**config.mk**
```make
export PLATFORM = sky130hd
export DESIGN_NAME = vga_rect_fill_ctrl
export DESIGN_NICKNAME = d
export VERILOG_FILES = /design/src/rtl/vga_pkg.sv /design/src/rtl/vga_cmd_fifo.sv /design/src/rtl/vga_rect_fill_ctrl.sv
export SDC_FILE = /design/constraint.sdc
export NUM_CORES = 1
export LEC_CHECK = 0
export ABC_AREA = 1
export BUFFER_PORTS_ARGS = -buffer_cell sky130_fd_sc_hd__clkbuf_2
export CORE_UTILIZATION = 45
export DETAILED_ROUTE_END_ITERATION = 6
export PLACE_DENSITY = 0.66
export SKIP_LAST_GASP = 1
export SYNTH_ARGS = -nofsm -noshare
export SYNTH_HDL_FRONTEND = slang
export SYNTH_HIERARCHICAL = 1
export SYNTH_SLANG_ARGS = --single-unit
```
**constraint.sdc**
```tcl
create_clock -name CLOCK_50 -period 5.69 [get_ports CLOCK_50]
set_clock_uncertainty 0.05 [all_clocks]
set_input_delay 0.569 -clock CLOCK_50 [delete_from_list [all_inputs] [get_ports CLOCK_50]]
set_output_delay 0.569 -clock CLOCK_50 [all_outputs]
set_load 0.05 [all_outputs]
```
**src/rtl/vga_pkg.sv**
```systemverilog
// Shared types for the rectangle-fill VGA path: screen size,
// coordinate/colour widths, the fill command and engine states.
package vga_pkg;

    localparam int SCREEN_W = 160;
    localparam int SCREEN_H = 120;
    localparam int X_W      = 8;
    localparam int Y_W      = 7;
    localparam int C_W      = 3;

    typedef struct packed {
        logic [X_W-1:0] x;
        logic [Y_W-1:0] y;
        logic [X_W-1:0] w;
        logic [Y_W-1:0] h;
        logic [C_W-1:0] color;
    } fill_cmd_t;

    typedef enum logic [1:0] {
        ST_IDLE,
        ST_LOAD,
        ST_FILL,
        ST_DONE
    } eng_state_t;

endpackage

```
**src/rtl/vga_cmd_fifo.sv**
```systemverilog
// Synchronous FIFO of fill commands with registered storage.
// Ports: push/push_data in, pop in, head out, full/empty flags.
module vga_cmd_fifo
    import vga_pkg::*;
#(
    parameter int DEPTH = 4
) (
    input  logic      CLOCK_50,
    input  logic      reset,
    input  logic      push,
    input  fill_cmd_t push_data,
    input  logic      pop,
    output fill_cmd_t head,
    output logic      full,
    output logic      empty
);

    localparam int AW = $clog2(DEPTH);

    fill_cmd_t      mem [DEPTH];
    logic [AW:0]    wr_ptr;
    logic [AW:0]    rd_ptr;
    logic           do_push;
    logic           do_pop;

    // Extra pointer bit distinguishes full from empty.
    assign empty = (wr_ptr == rd_ptr);
    assign full  = (wr_ptr[AW] != rd_ptr[AW]) &&
                   (wr_ptr[AW-1:0] == rd_ptr[AW-1:0]);

    assign do_push = push && !full;
    assign do_pop  = pop && !empty;
    assign head    = mem[rd_ptr[AW-1:0]];

    always_ff @(posedge CLOCK_50) begin
        if (reset) begin
            wr_ptr <= '0;
            rd_ptr <= '0;
        end else begin
            if (do_push)
                wr_ptr <= wr_ptr + (AW+1)'(1);
            if (do_pop)
                rd_ptr <= rd_ptr + (AW+1)'(1);
        end
    end

    always_ff @(posedge CLOCK_50) begin
        if (!reset && do_push)
            mem[wr_ptr[AW-1:0]] <= push_data;
    end

endmodule

```
**src/rtl/vga_rect_fill_ctrl.sv**
```systemverilog
// Rectangle fill engine: buffers commands, then streams one clipped
// pixel per cycle. Ports: cmd_* handshake in, VGA_* / plot / done / busy out.
module vga_rect_fill_ctrl
    import vga_pkg::*;
#(
    parameter int FIFO_DEPTH = 4,
    parameter int SCREEN_W   = vga_pkg::SCREEN_W,
    parameter int SCREEN_H   = vga_pkg::SCREEN_H
) (
    input  logic           CLOCK_50,
    input  logic           reset,
    input  logic           cmd_valid,
    output logic           cmd_ready,
    input  logic [X_W-1:0] cmd_x,
    input  logic [Y_W-1:0] cmd_y,
    input  logic [X_W-1:0] cmd_w,
    input  logic [Y_W-1:0] cmd_h,
    input  logic [C_W-1:0] cmd_color,
    output logic [X_W-1:0] VGA_X,
    output logic [Y_W-1:0] VGA_Y,
    output logic [C_W-1:0] VGA_COLOR,
    output logic           plot,
    output logic           busy,
    output logic           done
);

    localparam logic [X_W:0] SW = (X_W+1)'(SCREEN_W);
    localparam logic [Y_W:0] SH = (Y_W+1)'(SCREEN_H);

    eng_state_t     state;
    fill_cmd_t      cur;
    fill_cmd_t      push_data;
    fill_cmd_t      head;
    logic           fifo_full;
    logic           fifo_empty;
    logic           fifo_pop;
    logic           fifo_push;
    logic [X_W:0]   x_end;
    logic [Y_W:0]   y_end;
    logic [X_W:0]   x_sum;
    logic [Y_W:0]   y_sum;
    logic [X_W:0]   x_end_n;
    logic [Y_W:0]   y_end_n;
    logic           skip;
    logic           at_x_end;
    logic           at_y_end;

    assign cmd_ready = !fifo_full && !reset;
    assign fifo_push = cmd_valid && cmd_ready;
    assign fifo_pop  = (state == ST_IDLE) && !fifo_empty;
    assign busy      = !fifo_empty || (state != ST_IDLE);

    assign push_data.x     = cmd_x;
    assign push_data.y     = cmd_y;
    assign push_data.w     = cmd_w;
    assign push_data.h     = cmd_h;
    assign push_data.color = cmd_color;

    vga_cmd_fifo #(
        .DEPTH(FIFO_DEPTH)
    ) u_fifo (
        .CLOCK_50  (CLOCK_50),
        .reset     (reset),
        .push      (fifo_push),
        .push_data (push_data),
        .pop       (fifo_pop),
        .head      (head),
        .full      (fifo_full),
        .empty     (fifo_empty)
    );

    // Clip against right/bottom edges; one extra bit holds the carry.
    always_comb begin
        x_sum   = {1'b0, cur.x} + {1'b0, cur.w};
        y_sum   = {1'b0, cur.y} + {1'b0, cur.h};
        x_end_n = ((x_sum > SW) ? SW : x_sum) - (X_W+1)'(1);
        y_end_n = ((y_sum > SH) ? SH : y_sum) - (Y_W+1)'(1);
        skip    = (cur.w == '0) || (cur.h == '0) ||
                  ({1'b0, cur.x} >= SW) || ({1'b0, cur.y} >= SH);
    end

    assign at_x_end = ({1'b0, VGA_X} == x_end);
    assign at_y_end = ({1'b0, VGA_Y} == y_end);

    always_ff @(posedge CLOCK_50) begin
        if (reset) begin
            state     <= ST_IDLE;
            cur       <= '0;
            x_end     <= '0;
            y_end     <= '0;
            VGA_X     <= '0;
            VGA_Y     <= '0;
            VGA_COLOR <= '0;
            plot      <= 1'b0;
            done      <= 1'b0;
        end else begin
            unique case (state)
                ST_IDLE: begin
                    if (!fifo_empty) begin
                        cur   <= head;
                        state <= ST_LOAD;
                    end
                end
                ST_LOAD: begin
                    if (skip) begin
                        done  <= 1'b1;
                        state <= ST_DONE;
                    end else begin
                        x_end     <= x_end_n;
                        y_end     <= y_end_n;
                        VGA_X     <= cur.x;
                        VGA_Y     <= cur.y;
                        VGA_COLOR <= cur.color;
                        plot      <= 1'b1;
                        state     <= ST_FILL;
                    end
                end
                ST_FILL: begin
                    // VGA_X/VGA_Y double as the raster counters.
                    if (at_x_end) begin
                        if (at_y_end) begin
                            plot  <= 1'b0;
                            done  <= 1'b1;
                            state <= ST_DONE;
                        end else begin
                            VGA_X <= cur.x;
                            VGA_Y <= VGA_Y + Y_W'(1);
                        end
                    end else begin
                        VGA_X <= VGA_X + X_W'(1);
                    end
                end
                ST_DONE: begin
                    done  <= 1'b0;
                    state <= ST_IDLE;
                end
                default: state <= ST_IDLE;
            endcase
        end
    end

endmodule

```
* Word level (Yosys, flattened, before mapping) *
Memories as Yosys holds them, arrays and structs flattened. A register that Yosys moved wholly into a read port is not among the register bits.
Index checks and enable logic that the tools add are counted.
W data, S select, Z words.

storage, ports and cells
  bits in registers = 45
  memory bits (writable) = 132
  input port bits = 36
  output and inout bits = 22
  logic and storage cells = 92
  memories = 1

operators by class
  $add $sub $neg = 8
  $lt $le $gt $ge = 4
  equal/unequal tests = 15
  muxes and demuxes = 25
  bitwise gates (word level) = 2
  reductions and logical operators = 27

memories
  name        depth  width  rd ports  clocked after Yosys merged registers in  write ports  RTL line            RTL
  u_fifo.mem  4      33     1         1                                        1            vga_cmd_fifo.sv:20  fill_cmd_t mem [DEPTH];

operators with widths
  cell                   count
  $mux W8                4
  $mux W7                3
  $pmux W8 S2            1
  $pmux W7 S2            1
  $ne A2 B2 Y1 const B   6
  $reduce_and A4 Y1      3
  $add A8 B8 Y9          1
  $eq A8 B9 Y1           1
  $gt A9 B8 Y1 const B   1
  $mux W1                9
  $mux W9                1
  $sub A9 B1 Y9 const B  1
  $add A7 B7 Y8          1
  $add A8 B1 Y8 const B  1
  $eq A7 B8 Y1           1
  $ge A8 B8 Y1 const B   1
  $gt A8 B7 Y1 const B   1
  $logic_not A8 Y1       1
  $pmux W2 S4            1
  $sub A8 B1 Y8 const B  1
  $add A7 B1 Y7 const B  1
  $ge A7 B7 Y1 const B   1
  $logic_and A1 B1 Y1    7
  $logic_not A7 Y1       1
  other kinds (18)       31

* Longest topological paths before layout *
  depth after elaboration = 9
  mapped depth = 19

* Cells and area by module *
Netlist, hierarchy kept.

by module, submodules not included
  module              instances  cells an instance  area each (um2)  sequential area each (um2)
  vga_cmd_fifo        1          394                5420.2           4124.0
  vga_rect_fill_ctrl  1          626                4372.9           1441.4

* Least setup slack after synthesis *
Ideal clock, no wire load.

  kind = input -> register
  start point = in reset
  end point = mem u_fifo/mem[0][0] (netlist bit), enable pin
  arrival = 2.996 ns
  path slack = 2.221 ns
  stages on the path = 5
  path buffers = 2
  cells stage by stage = clkbuf_1 clkbuf_1 nor3b_1 nand3_2 nor2_1

on the way
  cells in the longest elaborated chain, start to end = 7

RTL lines
  element                        RTL line                  RTL
  from (decl)                    vga_rect_fill_ctrl.sv:11  input logic reset,
  $logic_not A1 Y1               vga_rect_fill_ctrl.sv:48  assign cmd_ready = !fifo_full && !reset;
  $logic_and A1 B1 Y1            vga_rect_fill_ctrl.sv:48
  $logic_and A1 B1 Y1            vga_rect_fill_ctrl.sv:49  assign fifo_push = cmd_valid && cmd_ready;
  via fifo_push                  vga_rect_fill_ctrl.sv:37  logic fifo_push;
  $logic_and A1 B1 Y1            vga_cmd_fifo.sv:31        assign do_push = push && !full;
  $logic_and A1 B1 Y1            vga_cmd_fifo.sv:48        if (!reset && do_push)
  $mux W1                        vga_cmd_fifo.sv:48
  $mux W1 (not written as such)  vga_cmd_fifo.sv:49        mem[wr_ptr[AW-1:0]] <= push_data;
  to (decl)                      vga_cmd_fifo.sv:20

The timed path passes the listed nets, and every way through them passes these cells.

* Worst setup path after layout *
  start point = reg u_fifo.wr_ptr[0]
  end point = mem u_fifo/mem[0][11] (netlist bit), enable pin

on the way
  cells in the longest elaborated chain, start to end = 9

RTL lines
  element                        RTL line                  RTL
  from (decl)                    vga_cmd_fifo.sv:21        logic [AW:0] wr_ptr;
  from (signal assigned)         vga_cmd_fifo.sv:41        wr_ptr <= wr_ptr + (AW+1)'(1);
  $eq A2 B2 Y1                   vga_cmd_fifo.sv:29        (wr_ptr[AW-1:0] == rd_ptr[AW-1:0]);
  $logic_and A1 B1 Y1            vga_cmd_fifo.sv:28        assign full = (wr_ptr[AW] != rd_ptr[AW]) &&
  via fifo_full                  vga_rect_fill_ctrl.sv:34  logic fifo_full;
  $logic_not A1 Y1               vga_rect_fill_ctrl.sv:48
  $logic_and A1 B1 Y1            vga_rect_fill_ctrl.sv:48
  $logic_and A1 B1 Y1            vga_rect_fill_ctrl.sv:49
  via fifo_push                  vga_rect_fill_ctrl.sv:37
  $logic_and A1 B1 Y1            vga_cmd_fifo.sv:31
  $logic_and A1 B1 Y1            vga_cmd_fifo.sv:48
  $mux W1                        vga_cmd_fifo.sv:48
  $mux W1 (not written as such)  vga_cmd_fifo.sv:49

The timed path passes the listed nets, and every way through them passes these cells.

==> qor.yml <==
rows: 53
die_h_um: 150
whs_endpoint: "u_fifo/mem[0][21]"
wl_per_cell_um: 15.5
cts_sinks: 212
worst_slew_pin_slew_ps: 1120
regToRegSetupSlack_ps: 2550
hpwl_um: 13600
end_kind: "flip-flop"
fin_crit_sh: 0.552
status: "finished clean"
numPortBuffers: 57
drcViolationCount: 0
drive_gt1_frac: 0.138
critPathArrivalTime_ps: 3220
avgSynthCellArea_um2: 9.60
hold_viol_final: 0
path_max_fanout: 33
setup_viol: 0
r2r.worst_path.cells: 8
diodes: 0
worstHoldStart: "cmd_y[3]"
ys.flop_type: "edfxtp_1"
leakage_nw: 4.39
start_util: 0.463
min_path_cells: 1
setup_tns_ps: 0
cts_root_buffer: "clkbuf_16"
dp.cells: 1318
rsz0062_at_grt: "no"
finalInstanceArea_um2: 11000
max_freq_mhz: 318
cts.clk_slew.worst_paths_ps: 60
synthesis.area_um2: 9790
worstReg2RegEnd: "u_fifo/mem[0][11]"
cts_tree: "done"
seq_power_share: 0.334
clkPwrFrac: 0.229
crit_required_ps: 5770
min_path_type: "in2reg"
combPwrFrac: 0.437
post_cts_buffers: 0
placed_area_um2: 10300
yosys_warnings: 6
syn_nets: 1087
postRouteAntennaNets: 0
slew_violations: 0
drt_iter0_markers: 394
cts_made_buffers: 23
swShare: 0.419
finalNonFillerCells: 1358
core_region_area_um2: 21200
synth_cell_types: 49
clock_tree.htree_level_count: 1
area_delta_synth_final_pct: 12.2
holdBufCountCts: 0
power.density_nw_per_um2: 570
ir_drop_uv: 300
place_congestion: 0.824
vias: 7077
dieArea_um2: 22400
antenna_found_initial: 0
fin_crit_ps: 3140
clockBufferDepth: 3
first_pass_iters: 4
fin_nets: 1135
fill_cells: 1926
async_flop_share: 0
grt_start_max_net_pins: 68
vias_per_cell: 5.21
die_width_um: 150
relSlewSlack: 0.249
clk_latency_ps: 520
drt_wl_total_um: 21000
p_int_mw: 3.64
multi_input_area_um2: 3680
max_cap_viol_count: 0
syn_inst: 1020
grtUsageTotal: 0.191
grt_pass1_wl_um: 33700
num_io_pins: 58
grt_pass1_vias: 6520
p_sw_mw: 2.63
path_class: "reg2reg"
critPathLaunchType: "flip-flop"
r2r_start: "u_fifo/wr_ptr[0]"
synth_edf_count: 132
yosys_register_bits: 212
cts.repair.resized: 0
gr-total-overflow: 0
yosysSeqAreaShare: 0.568
regArea_um2: 5570
## critical path: stages, from the launching register on
cell,delay [ps]
dfxtp_1,420
inv_1,110
nand2_1,90
nand2_2,90
nand3_4,110
inv_1,100
nor3b_1,560
nand3_2,310
nor2_4,890
## flip-flops by register name, summed over array words and instances (netlist names), named ones only
signal	count
state	2
u_fifo/mem	132
x_end	9
y_end	8
done	1
VGA_COLOR	3
plot	1
VGA_X	8
u_fifo/wr_ptr	3
u_fifo/rd_ptr	3
cur	33
VGA_Y	7
## per-stage QoR
stage	setup slack, ps	util	power [mW]	hold slack (ps)
6_report	2550	0.519	6.26	220
4_1_cts	2520	0.519	6.29	201
2_1_floorplan	2220	-	4.25	386
3_5_place_dp	2470	0.485	4.84	402
3_3_place_gp	2530	0.485	4.82	396
5_1_grt	2260	0.519	6.71	205
## synth_stat cells (all sizes together), types with 19 or more instances
master	instances	area share
nand2	136	0.057
ha	29	0.037
nor2	168	0.065
inv	90	0.034
nand3	41	0.028
a21oi	54	0.029
o21ai	150	0.077
o22ai	36	0.023
buf	19	0.016
dfxtp	80	0.16
clkbuf	21	0.0087
edfxtp	132	0.40
## layout make-up
cell class | count | area share
multi-input cells | 677 | 0.335
repair buffers | 63 | 0.0301
clock inverters | 12 | 0.0112
inverters | 91 | 0.0311
flip-flops and latches | 212 | 0.507
well taps | 275 | 0.0313
clock buffers | 28 | 0.0550
## power groups by stage
stage | sequential (mW) | combinational [mW] | clock (mW)
after floorplan | 2.21 | 2.04 | 0
after global placement | 2.12 | 2.70 | 0
after detailed placement | 2.12 | 2.72 | 0
after CTS | 2.09 | 2.74 | 1.47
after global routing | 2.12 | 3.06 | 1.53
final | 2.09 | 2.73 | 1.43
## layer usage
| layer | up-vias | global-route usage | share of wire |
|---|---|---|---|
| li1 | 3605 | - | - |
| met1 | 3291 | 0.274 | 0.49 |
| met4 | 0 | 0.0413 | 0.013 |
| met3 | 18 | 0.0308 | 0.045 |
| met2 | 163 | 0.303 | 0.46 |
| met5 | - | 0 | 0 |
## worst max path at each step
stage	start	to	depth (start not counted)
final	u_fifo/wr_ptr[0]	u_fifo/mem[0][11]	8
after global placement	reset	u_fifo/mem[2][10]	4
after global routing	u_fifo/wr_ptr[0]	u_fifo/mem[0][5]	8
after CTS	u_fifo/wr_ptr[0]	u_fifo/mem[1][27]	8
after floorplan	reset	u_fifo/mem[0][0]	5
after detailed placement	reset	u_fifo/mem[1][6]	4
## kinds of logic (layout without fill, tap and decap cells)
group,count (synthesis),count (layout),synth area share
and+or+nand+nor,373,373,0.172
AOI/OAI and AO/OA,250,250,0.137
DFF,212,212,0.568
buffers and inverters,131,194,0.0592
adders and majority gates,31,31,0.0411
xor gates and xnor gates,21,21,0.0203
muxes,2,2,0.00204
## placed cells by master, fill, tap and decap left out, drive strengths merged, types with 3 or more instances in the layout
master	n
ha	29
inv	92
dfxtp	80
nand4	6
nand3b	7
xor2	11
nand3	41
a21oi	54
clkinv	8
o22ai	36
edfxtp	132
xnor2	10
clkbuf	85
nand2	136
o21ai	150
nor3	7
nor4	4
o21bai	3
nor2	168
buf	6
No activity file was read; power rests on OpenSTA's default activity.
